[config.mk]
export PLATFORM = sky130hd
export DESIGN_NAME = conv_sequencer_flat
export DESIGN_NICKNAME = d
export VERILOG_FILES = /design/src/rtl/conv_sequencer_pkg.sv /design/src/rtl/conv_sequencer_if.sv /design/src/rtl/conv_mac.sv /design/src/rtl/conv_sequencer.sv /design/src/flat_wrapper.sv
export SDC_FILE = /design/constraint.sdc
export NUM_CORES = 1
export LEC_CHECK = 0
export ABC_AREA = 1
export CELL_PAD_IN_SITES_DETAIL_PLACEMENT = 0
export CELL_PAD_IN_SITES_GLOBAL_PLACEMENT = 1
export CORE_MARGIN = 2
export CORE_UTILIZATION = 40
export CTS_BUF_LIST = sky130_fd_sc_hd__clkbuf_4 sky130_fd_sc_hd__clkbuf_8
export CTS_CLUSTER_DIAMETER = 60
export DETAILED_ROUTE_END_ITERATION = 16
export GPL_TIMING_DRIVEN = 0
export PLACE_DENSITY_LB_ADDON = 0.1
export SYNTH_ARGS = -nofsm -noshare
export SYNTH_HDL_FRONTEND = slang
export SYNTH_HIERARCHICAL = 1
export SYNTH_SLANG_ARGS = --single-unit
[constraint.sdc]
create_clock -name clk -period 2.7 [get_ports clk]
set_input_delay 0.54 -clock clk [delete_from_list [all_inputs] [get_ports clk]]
set_output_delay 0.54 -clock clk [all_outputs]
set_load 0.05 [all_outputs]
[src/rtl/conv_sequencer_pkg.sv]
// Shared types and geometry for the 3x3-over-4x4 convolution sequencer.
// Sequencer state enum plus tap-to-image offset helper.
package conv_sequencer_pkg;

  localparam int IMG_DIM = 4;
  localparam int K_DIM   = 3;
  localparam int OUT_DIM = 2;
  localparam int TAPS    = K_DIM * K_DIM;

  typedef enum logic [2:0] {
    IDLE,
    WAIT_MEM,
    RUN,
    OUT,
    FIN
  } state_t;

  // ky*IMG_DIM + kx == t + ky, since t = ky*K_DIM + kx
  function automatic logic [3:0] tap_off(
    input logic [3:0] t
  );
    logic [3:0] ky;
    ky = (t >= 4'(2 * K_DIM)) ? 4'd2 :
         (t >= 4'(K_DIM))     ? 4'd1 : 4'd0;
    return t + ky;
  endfunction

endpackage

[src/rtl/conv_sequencer_if.sv]
// Operand fetch and result handshake bundle of conv_sequencer.
// master = sequencer, slave = operand store / result consumer.
interface conv_sequencer_if #(
  parameter int DATA_W = 8,
  parameter int ACC_W  = 20
);

  logic        [3:0]        in_idx;
  logic        [3:0]        f_idx;
  logic signed [DATA_W-1:0] pix;
  logic signed [DATA_W-1:0] coef;
  logic                     out_valid;
  logic                     out_ready;
  logic signed [ACC_W-1:0]  out_data;
  logic        [1:0]        out_pos;

  modport master (
    output in_idx,
    output f_idx,
    input  pix,
    input  coef,
    output out_valid,
    input  out_ready,
    output out_data,
    output out_pos
  );

  modport slave (
    input  in_idx,
    input  f_idx,
    output pix,
    output coef,
    input  out_valid,
    output out_ready,
    input  out_data,
    input  out_pos
  );

endinterface

[src/rtl/conv_mac.sv]
// Signed multiply-accumulate; sum is this tap's result, acc holds it.
// load restarts the sum with the current product.
module conv_mac #(
  parameter int DATA_W = 8,
  parameter int ACC_W  = 20
) (
  input  logic                     clk,
  input  logic                     rst_n,
  input  logic                     en,
  input  logic                     load,
  input  logic signed [DATA_W-1:0] a,
  input  logic signed [DATA_W-1:0] b,
  output logic signed [ACC_W-1:0]  sum
);

  logic signed [2*DATA_W-1:0] prod;
  logic signed [ACC_W-1:0]    prod_x;
  logic signed [ACC_W-1:0]    acc;

  assign prod   = a * b;
  assign prod_x = ACC_W'(prod);
  assign sum    = load ? prod_x : acc + prod_x;

  always_ff @(posedge clk or negedge rst_n) begin
    if (!rst_n) begin
      acc <= '0;
    end else if (en) begin
      acc <= sum;
    end
  end

endmodule

[src/rtl/conv_sequencer.sv]
// 3x3 kernel over 4x4 image, four results with valid/ready handshake.
// Define CONV_SEQUENCER_RELU_EN to clamp negative results to zero.
module conv_sequencer
  import conv_sequencer_pkg::*;
#(
  parameter int DATA_W = 8,
  parameter int ACC_W  = 20
) (
  input  logic clk,
  input  logic rst_n,
  input  logic start,
  input  logic mem_done,
  input  logic abort,
  output logic busy,
  output logic done,
  conv_sequencer_if.master bus
);

  state_t                  state;
  logic        [3:0]       tap;
  logic        [1:0]       pos;
  logic        [3:0]       base;
  logic                    run;
  logic                    last_tap;
  logic                    last_pos;
  logic signed [ACC_W-1:0] sum;
  logic signed [ACC_W-1:0] res;

  assign run      = state == RUN;
  assign last_tap = tap == 4'(TAPS - 1);
  assign last_pos = pos == 2'(OUT_DIM * OUT_DIM - 1);
  assign busy     = state != IDLE;

  assign base = 4'(pos[1]) * 4'(IMG_DIM)
              + 4'(pos[0]);

  assign bus.in_idx  = run ? base + tap_off(tap) : 4'd0;
  assign bus.f_idx   = run ? tap : 4'd0;
  assign bus.out_pos = pos;

  conv_mac #(
    .DATA_W (DATA_W),
    .ACC_W  (ACC_W)
  ) u_mac (
    .clk   (clk),
    .rst_n (rst_n),
    .en    (run),
    .load  (tap == '0),
    .a     (bus.pix),
    .b     (bus.coef),
    .sum   (sum)
  );

`ifdef CONV_SEQUENCER_RELU_EN
  assign res = sum[ACC_W-1] ? '0 : sum;
`else
  assign res = sum;
`endif

  always_ff @(posedge clk or negedge rst_n) begin
    if (!rst_n) begin
      state         <= IDLE;
      tap           <= '0;
      pos           <= '0;
      done          <= 1'b0;
      bus.out_valid <= 1'b0;
      bus.out_data  <= '0;
    end else if (abort && state != IDLE) begin
      state         <= IDLE;
      tap           <= '0;
      pos           <= '0;
      done          <= 1'b0;
      bus.out_valid <= 1'b0;
    end else begin
      done <= 1'b0;
      unique case (state)
        IDLE: begin
          if (start) begin
            state <= mem_done ? RUN : WAIT_MEM;
            tap   <= '0;
            pos   <= '0;
          end
        end
        WAIT_MEM: begin
          if (mem_done) state <= RUN;
        end
        RUN: begin
          if (last_tap) begin
            state         <= OUT;
            tap           <= '0;
            bus.out_valid <= 1'b1;
            bus.out_data  <= res;
          end else begin
            tap <= tap + 4'd1;
          end
        end
        OUT: begin
          if (bus.out_ready) begin
            bus.out_valid <= 1'b0;
            if (last_pos) begin
              state <= FIN;
              done  <= 1'b1;
            end else begin
              state <= RUN;
              pos   <= pos + 2'd1;
            end
          end
        end
        FIN: begin
          state <= IDLE;
        end
        default: begin
          state <= IDLE;
        end
      endcase
    end
  end

endmodule

[src/flat_wrapper.sv]
// flat-port wrapper written by rule: the top's interface ports become plain ports
module conv_sequencer_flat import conv_sequencer_pkg::*;
#(
  parameter int DATA_W = 8,
  parameter int ACC_W  = 20
)
  (clk, rst_n, start, mem_done, abort, busy, done, bus_in_idx, bus_f_idx, bus_pix, bus_coef, bus_out_valid, bus_out_ready, bus_out_data, bus_out_pos);
  conv_sequencer_if #(.DATA_W(DATA_W), .ACC_W(ACC_W)) bus_i ();
  input  logic clk;
  input  logic rst_n;
  input  logic start;
  input  logic mem_done;
  input  logic abort;
  output logic busy;
  output logic done;
  output wire logic [$bits(bus_i.in_idx)-1:0] bus_in_idx;
  output wire logic [$bits(bus_i.f_idx)-1:0] bus_f_idx;
  input wire logic [$bits(bus_i.pix)-1:0] bus_pix;
  input wire logic [$bits(bus_i.coef)-1:0] bus_coef;
  output wire logic [$bits(bus_i.out_valid)-1:0] bus_out_valid;
  input wire logic [$bits(bus_i.out_ready)-1:0] bus_out_ready;
  output wire logic [$bits(bus_i.out_data)-1:0] bus_out_data;
  output wire logic [$bits(bus_i.out_pos)-1:0] bus_out_pos;
  assign bus_in_idx = bus_i.in_idx;
  assign bus_f_idx = bus_i.f_idx;
  assign bus_i.pix = bus_pix;
  assign bus_i.coef = bus_coef;
  assign bus_out_valid = bus_i.out_valid;
  assign bus_i.out_ready = bus_out_ready;
  assign bus_out_data = bus_i.out_data;
  assign bus_out_pos = bus_i.out_pos;
  conv_sequencer #(.DATA_W(DATA_W), .ACC_W(ACC_W)) u_core (.clk(clk), .rst_n(rst_n), .start(start), .mem_done(mem_done), .abort(abort), .busy(busy), .done(done), .bus(bus_i));
endmodule
Yosys cells after proc, flatten, opt, wreduce, memory -nomap -nowiden. Index checks and enable logic that the tools add are counted.

Flip-flop bits (word level): 51. Input bits: 22. Output and inout bits: 33.

Add/sub/neg operators: 6. Multipliers: 1. $lt $le $gt $ge: 2. Equal/unequal tests: 10. Multiplexer cells: 30. Bitwise operators: 1. Reduce and logical (&&, ||, !) cells: 12.

Operators by type and width (count): 4-bit two-way mux (6); 20-bit by 16-bit adder with 20-bit output (1); 20-bit two-way mux (1); 3-bit two-way mux (6); 8-bit by 8-bit multiplier with 16-bit output (1); 3-bit case mux with 4 select lines (1); 3-bit nonzero test (4); 2-bit two-way mux (5); 3-bit by 2-bit != test with 1-bit output (second input constant) (3); 4-bit adder (2); 1-bit two-way mux (8); 4-bit case mux with 2 select lines (1); 4-bit AND reduction (2); 3-bit by 2-bit == test with 1-bit output (second input constant) (2); 3-bit != test (second input constant) (2); 3-bit AND reduction (2); 3-bit by 1-bit adder with 4-bit output (1); 4-bit by 1-bit adder with 4-bit output (second input constant) (1); 4-bit == test (second input constant) (1); 4-bit by 2-bit >= comparator with 1-bit output (second input constant) (1); 4-bit by 3-bit >= comparator with 1-bit output (second input constant) (1); 4-bit zero test (1); 2-bit case mux with 2 select lines (1); 3-bit by 1-bit == test with 1-bit output (second input constant) (1); other kinds (7) (7).

Logic depth before layout (Yosys ltp). Gate-level depths: netlist of run 1.

Word-level depth: 6. Gate-level depth with buffers: 36. Mapped depth without buffers: 35.

Hierarchy. The synthesis of run 1 kept the hierarchy.

Modules (own cells, without submodules): conv_mac (instances 1, cells each 739, area an instance 4911.0 µm², sequential area each 500.5 µm²); conv_sequencer (instances 1, cells each 201, area an instance 1609.0 µm², sequential area each 775.7 µm²).

Worst setup path before layout of run 1. Ideal clock, no wire load.

Kind: in2reg. From: input bus_pix[7]. To: register u_core.bus.out_data[19]. Setup time: 0.119 ns. Data arrival time: 5.555 ns. Path slack: -2.974 ns. Cell stages on the path: 31. Cells stage by stage: clkbuf_1 -> nand2_1 -> inv_1 -> fa_1 -> inv_1 -> fa_1 -> inv_1 -> fa_1 -> inv_1 -> fa_1 -> inv_1 -> ha_1 -> a21oi_1 -> a21boi_0 -> nand2_1 -> nand3_1 -> nand3_1 -> and2_1 -> ha_1 -> nand2_1 -> inv_1 -> nand2_1 -> nor2_1 -> nand3_1 -> nand4_1 -> nand2_1 -> inv_1 -> nand3_1 -> and2_1 -> nand2_1 -> nand2_1.

Word-level cells in the longest chain between the ends: 3.

RTL lines: start, declared (line flat_wrapper.sv:18) `input wire logic [$bits(bus_i.pix)-1:0] bus_pix;`; 8-bit by 8-bit multiplier with 16-bit output * (line conv_mac.sv:20) `assign prod = a * b;`; 20-bit by 16-bit adder with 20-bit output (line conv_mac.sv:22) `assign sum = load ? prod_x : acc + prod_x;`; 20-bit two-way mux * (line conv_mac.sv:22); net u_core.res[19] (line conv_sequencer.sv:27) `logic signed [ACC_W-1:0] res;`; end signal, assigned (line conv_sequencer.sv:92) `bus.out_data <= res;`; end, declared (line conv_sequencer_if.sv:24) `output out_data,`.

The timed path passes the listed nets; every way through them passes the cells marked *. A chain may end at the register's enable or synchronous reset.

Worst setup path after layout of run 1.
From: input bus_coef[7]. To: register u_core.bus.out_data[19].

Word-level cells in the longest chain between the ends: 3.

RTL lines: start, declared (line flat_wrapper.sv:19) `input wire logic [$bits(bus_i.coef)-1:0] bus_coef;`; 8-bit by 8-bit multiplier with 16-bit output * (line conv_mac.sv:20); 20-bit by 16-bit adder with 20-bit output (line conv_mac.sv:22); 20-bit two-way mux * (line conv_mac.sv:22); net u_core.res[19] (line conv_sequencer.sv:27).

Marked as above.

==> flow_metrics.tcl, run 1 <==
set metrics [dict create \
    outcome "finished with violations" \
    violations "negative setup slack" \
    worstMarginPinSlew_ps 501 \
    cts.htree.levels 2 \
    ant_nets 0 \
    dieArea_um2 17300 \
    syn_nets 1077 \
    portBuffers 39 \
    slowest_delay_ps 570 \
    critPathCaptureType "flip-flop" \
    async_flop_share 1.00 \
    fin_hold_ws_ps 145 \
    hpwl_um 13000 \
    fin_worst_skew_ps 5.32 \
    setup_viol 36 \
    fin_util 0.581 \
    grt_max_degree 37 \
    max_freq_mhz 193 \
    die_y_um 132 \
    netlist_area_um2 6520 \
    grt_antenna_before_repair 0 \
    drt_pass1_iterations 7 \
    nNetsFinal 1177 \
    drc_errors 0 \
    ys.warnings.count 6 \
    routedWlPerCell_um 13.3 \
    coreArea_um2 15900 \
    crit_type "in2reg" \
    required_ps 2920 \
    synth_ff_type "dfrtp_1" \
    grt_pass1_wl_um 28200 \
    worstHoldPathType "in2async" \
    crit_arrival_ps 5410 \
    vias 5925 \
    drv_slew 0 \
    start_util 0.410 \
    relSlewSlack 0.665 \
    placed_area_um2 7860 \
    drtIter0Drc 245 \
    start_kind "input pin" \
    clkTransAtPathRegs_ps 100 \
    synth-seq-area-share 0.196 \
    yosys_register_bits 51 \
    synthTopCellsByArea "dfrtp_1 20%, nand2_1 19%, fa_1 18%, ha_1 11%, inv_1 11%" \
    grt_pass1_vias 5881 \
    ff2ff_setup_slack_ps 310 \
    cts-buffers-inserted 5 \
    n_fill_cell 1516 \
    cts_root_buffer "clkbuf_8" \
    path_common_cell "nand2_2" \
    cts.hold.buffers_added 0 \
    rr_worst_depth 13 \
    period_needed_ps 5180 \
    max_cap_violations 0 \
    layout-drive-gt1-share 0.332 \
    cts.sinks 51 \
    clockBufferDepth 2 \
    cts_tree "built" \
    timing.rr.start "u_core/tap[1]$_DFFE_PN0P_" \
    grt.total_usage 0.197 \
    drt_wl_total_um 16700 \
    die_w_um 132 \
    antennaDiodeCount 0 \
    gr-total-overflow 0 \
    avgViaCountPerCell 4.71 \
    syn_inst 940 \
    fin_crit_sh 1.92 \
    place_congestion 0.896 \
    grt_setup_unrepaired "yes" \
    synth_cell_types 42 \
    final_area_um2 9230 \
    path_max_fanout 5 \
    clock_latency_ps 320 \
    rows 46 \
    synth_top_area_frac 0.196 \
    syn_to_final_growth_pct 41.6 \
    pin_count 55 \
    hold_violations 0 \
    setup_ws_ps -2480 \
    avgSynthCellArea_um2 6.94 \
    r2r-end "u_core/bus.out_data[2]$_DFFE_PN0P_" \
    synth_edf_count 0 \
    critPathSlowestCell "fa_2" \
    yosysTopAreaCell "dfrtp_1" \
]
-- final cells by class --
cell class	count	area, µm²	share of cell area
Clock buffer	5	68.8	0.00745
Tap cell	216	270	0.0293
Buffer	27	355	0.0385
Sequential cell	51	1280	0.139
Multi-Input combinational cell	668	5600	0.607
Clock inverter	3	46.3	0.00501
Inverter	194	747	0.0809
Timing Repair Buffer	93	860	0.0931
-- repair_timing --
action	in CTS	in global routing
setup endpoints to repair	42	43
gates resized for setup	157	99
cloned	0	0
pin swaps	78	66
setup buffers	39	14
-- synthesized netlist by cell type, drive strengths merged (3+ instances only) --
master  count
nor2       63
nand2     329
and2        4
or2         3
ha         57
nand4       8
dfrtp      51
xnor2       4
a21oi      31
xor2        9
a31oi       4
nand3b     10
o21ai      29
clkbuf     17
o21bai      7
buf        10
fa         58
inv       193
nand3      43
-- worst max path at each step --
stage	startpoint	slack, ps	endpoint	cells after the start
5_1_grt	bus_coef[7]	-2710	u_core/bus.out_data[19]$_DFFE_PN0P_	33
6_report	bus_coef[7]	-2480	u_core/bus.out_data[19]$_DFFE_PN0P_	32
3_3_place_gp	bus_coef[7]	-3600	u_core/bus.out_data[19]$_DFFE_PN0P_	30
4_1_cts	bus_coef[7]	-2460	u_core/u_mac/acc[18]$_DFFE_PN0P_	31
2_1_floorplan	bus_pix[7]	-2520	u_core/bus.out_data[19]$_DFFE_PN0P_	32
3_5_place_dp	bus_coef[7]	-3600	u_core/bus.out_data[19]$_DFFE_PN0P_	31
-- layout by cell type (no fill, tap or decap), types with 5 or more instances in the layout --
master,synthesis,layout
inv_1,188,146
clkbuf_16,0,6
o21ai_1,1,6
nand2_2,6,39
a21oi_1,30,12
clkbuf_8,0,11
nand4_1,8,8
a21oi_4,0,8
clkdlybuf4s50_1,0,29
nand3_1,40,27
nand3_2,3,14
inv_2,5,40
inv_4,0,6
nand2_1,323,271
ha_1,57,22
ha_4,0,35
dfrtp_1,51,48
buf_8,0,6
fa_1,58,49
nand2_4,0,18
buf_6,2,15
buf_4,3,44
nor2_1,56,30
o21ai_0,22,13
nand3b_1,10,10
nor2_2,6,17
a21oi_2,1,11
o21ai_2,5,8
nor2_4,1,16
buf_2,4,5
fa_2,0,9
-- stage by stage --
| step | setup WS [ps] | instances | setup TNS, ps |
|---|---|---|---|
| floorplan | -2520 | 940 | -62800 |
| global placement | -3600 | 1195 | -125130 |
| detailed placement | -3600 | 1196 | -94420 |
| CTS | -2460 | 1243 | -61990 |
| global route | -2710 | 1257 | -68990 |
| finish | -2480 | 1257 | -62280 |
-- layer usage --
metal	vias to the layer above	share of wire	global-route usage
li1	3027	-	-
met1	2811	0.47	0.273
met2	79	0.49	0.342
met3	8	0.032	0.0197
met4	0	0.0085	0.0272
met5	-	0	0
-- cells by family (layout without fill, tap and decap cells) --
group,Yosys count,in the layout,synth area share
xor gates and xnor gates,13,13,0.0175
buffers and inverters,221,322,0.132
and+or+nand+nor,462,462,0.295
adders and majority gates,115,115,0.287
AOI/OAI and AO/OA,78,78,0.0720
DFF,51,51,0.196
-- registers in the layout (all words and copies together), names as in the netlist --
| register | count |
|---|---|
| u_core/state | 3 |
| u_core/tap | 4 |
| u_core/u_mac/acc | 20 |
| u_core/done | 1 |
| u_core/bus.out_pos | 2 |
| u_core/bus.out_data | 20 |
| u_core/bus.out_valid | 1 |
-- worst max-delay path, delay by kind of cell --
kind	cells	cell delay, ps
buffers and inverters	8	680
and+or+nand+nor	15	1260
adders and majority gates	6	2530
AOI/OAI and AO/OA	3	380
Power of run 1 is not shown: default switching activity piles up to over one toggle a cycle in this logic, so the estimate is an artifact.
==> inputs of run 2 (changes only) <==
--- a/config.mk
+++ b/config.mk
@@ -9,11 +9,12 @@
 export CELL_PAD_IN_SITES_DETAIL_PLACEMENT = 0
 export CELL_PAD_IN_SITES_GLOBAL_PLACEMENT = 1
 export CORE_MARGIN = 2
-export CORE_UTILIZATION = 40
+export CORE_UTILIZATION = 44
 export CTS_BUF_LIST = sky130_fd_sc_hd__clkbuf_4 sky130_fd_sc_hd__clkbuf_8
 export CTS_CLUSTER_DIAMETER = 60
 export DETAILED_ROUTE_END_ITERATION = 16
 export GPL_TIMING_DRIVEN = 0
+export HOLD_SLACK_MARGIN = 0.15
 export PLACE_DENSITY_LB_ADDON = 0.1
 export SYNTH_ARGS = -nofsm -noshare
 export SYNTH_HDL_FRONTEND = slang
==> constraint.sdc (replaced) <==
create_clock -name clk -period 5.94 [get_ports clk]
set_input_delay 1.188 -clock clk [delete_from_list [all_inputs] [get_ports clk]]
set_output_delay 1.188 -clock clk [all_outputs]
set_load 0.05 [all_outputs]
==> run 2 against run 1 <==
  * The run now ends clean
  * Worst setup slack better by 2600 ps
  * Largest cell class unchanged
  * Global-route usage increased by 1.0 points
  * Core utilization decreased by 2.3 points
  * Die area is 8.8% lower
  * Worst hold slack gained 330 ps
  * Non-clock buffer count shrank 39
==> flow_metrics.tcl, run 2 (synthesis results as in run 1) <==
set metrics [dict create \
    dieArea_um2 15800 \
    cts_tree "built" \
    nNetsFinal 1138 \
    path_common_cell "nand2_1" \
    slowest_delay_ps 550 \
    worstHoldPathType "reg2reg" \
    start_util 0.450 \
    coreArea_um2 14500 \
    rows 44 \
    grt_setup_unrepaired "yes" \
    placed_cells 1164 \
    routedWlPerCell_um 13.1 \
    vias 5727 \
    pre_cts_slack_ps -1010 \
    final_cells 1186 \
    gr-total-overflow 0 \
    max_freq_mhz 171 \
    antennaDiodeCount 0 \
    pin_count 55 \
    wl_met3_um 477 \
    setup_ws_ps 84.1 \
    die_y_um 126 \
    path_max_fanout 6 \
    grt_pass1_wl_um 27200 \
    place_congestion 0.859 \
    final_area_um2 8080 \
    grt.total_usage 0.207 \
    crit_arrival_ps 6070 \
    avgViaCountPerCell 4.83 \
    cp-startpoint "bus_coef[7]" \
    timing.rr.start "u_core/tap[0]$_DFFE_PN0P_" \
    clock_latency_ps 310 \
    cts_root_buffer "clkbuf_8" \
    reg.largest.list "u_core/bus.out_data (20), u_core/u_mac/acc (20), u_core/tap (4)" \
    drc_errors 0 \
    fin_crit_sh 0.986 \
    drv_slew 0 \
    final_cell_mix "290 x nand2_1, 166 x inv_1, 56 x fa_1" \
    grt_antenna_before_repair 0 \
    rr_worst_depth 11 \
    critPathSlowestCell "fa_1" \
    cts-buffers-inserted 5 \
    syn_to_final_growth_pct 23.9 \
    required_ps 6150 \
    crit_type "in2reg" \
    max_cap_violations 0 \
    outcome "finished, final reports clean" \
    worstMarginPinSlew_ps 682 \
    clockBufferDepth 2 \
    whs_path_depth 2 \
    final_common_cell "nand2_1" \
    hold_violations 0 \
    die_w_um 126 \
    start_kind "input pin" \
    drtIter0Drc 251 \
    critPathCaptureType "flip-flop" \
    cts.sinks 51 \
    top_layer "met4" \
    period_needed_ps 5860 \
    tns_ps 0 \
    portBuffers 39 \
    drt_pass1_iterations 4 \
    hpwl_um 12600 \
    grt_max_degree 32 \
    relSlewSlack 0.545 \
    drt_wl_total_um 15600 \
    cts.htree.levels 2 \
    met2_length_um 7300 \
    min-delay-start "u_core/bus.out_data[5]$_DFFE_PN0P_" \
    placed_area_um2 7370 \
    layout-drive-gt1-share 0.203 \
    wl_met1_um 7640 \
    fin_worst_skew_ps 7.22 \
    clkTransAtPathRegs_ps 100 \
    setup_viol 0 \
    ant_nets 0 \
    grt_pass1_vias 5774 \
    n_fill_cell 1458 \
]
-- run 2: path summary, 6_finish.rpt --
path | to | slack, ps
max | u_core/bus.out_data[19]$_DFFE_PN0P_ | 80
min | u_core/bus.out_data[5]$_DFFE_PN0P_ | 480
max reg2reg | u_core/bus.out_data[2]$_DFFE_PN0P_ | 3630
min reg2reg | u_core/bus.out_data[5]$_DFFE_PN0P_ | 480
max in group asynchronous | u_core/u_mac/acc[9]$_DFFE_PN0P_ | 4530
min in group asynchronous | u_core/done$_DFF_PN0_ | 850
-- run 2: area by class of cell --
cell class	instances	area (µm²)	area share
Multi-Input combinational cell	668	4990	0.618
Sequential cell	51	1280	0.158
Inverter	194	743	0.0920
Timing Repair Buffer	54	508	0.0629
Buffer	27	243	0.0300
Tap cell	184	230	0.0285
Clock buffer	6	76.3	0.00944
Clock inverter	2	12.5	0.00155
-- run 2: layer usage --
layer  vias to the layer above  GRT usage
li1                       2955          -
met1                      2681      0.293
met2                        83      0.353
met3                         8     0.0255
met4                         0     0.0265
met5                         -          0
-- run 2: through the flow --
stage	util	hold WS [ps]
after floorplan	-	455
after detailed placement	0.509	457
after global placement	0.508	455
final	0.558	478
after CTS	0.526	481
after global routing	0.558	509
-- run 2: worst max-delay path, delay by kind of cell --
kind,cells,cell delay [ps]
simple gates,19,1840
fa+ha+maj,6,2610
buf+inv,7,430
-- run 2: timing repair --
item                                    4_1_cts  5_1_grt
gates resized for setup                      40      133
buffers inserted                              3       11
endpoints found under the setup margin       20       18
pin swaps                                    12       63
hold buffers                                  0        0
Power of run 2 is left out for the same reason.
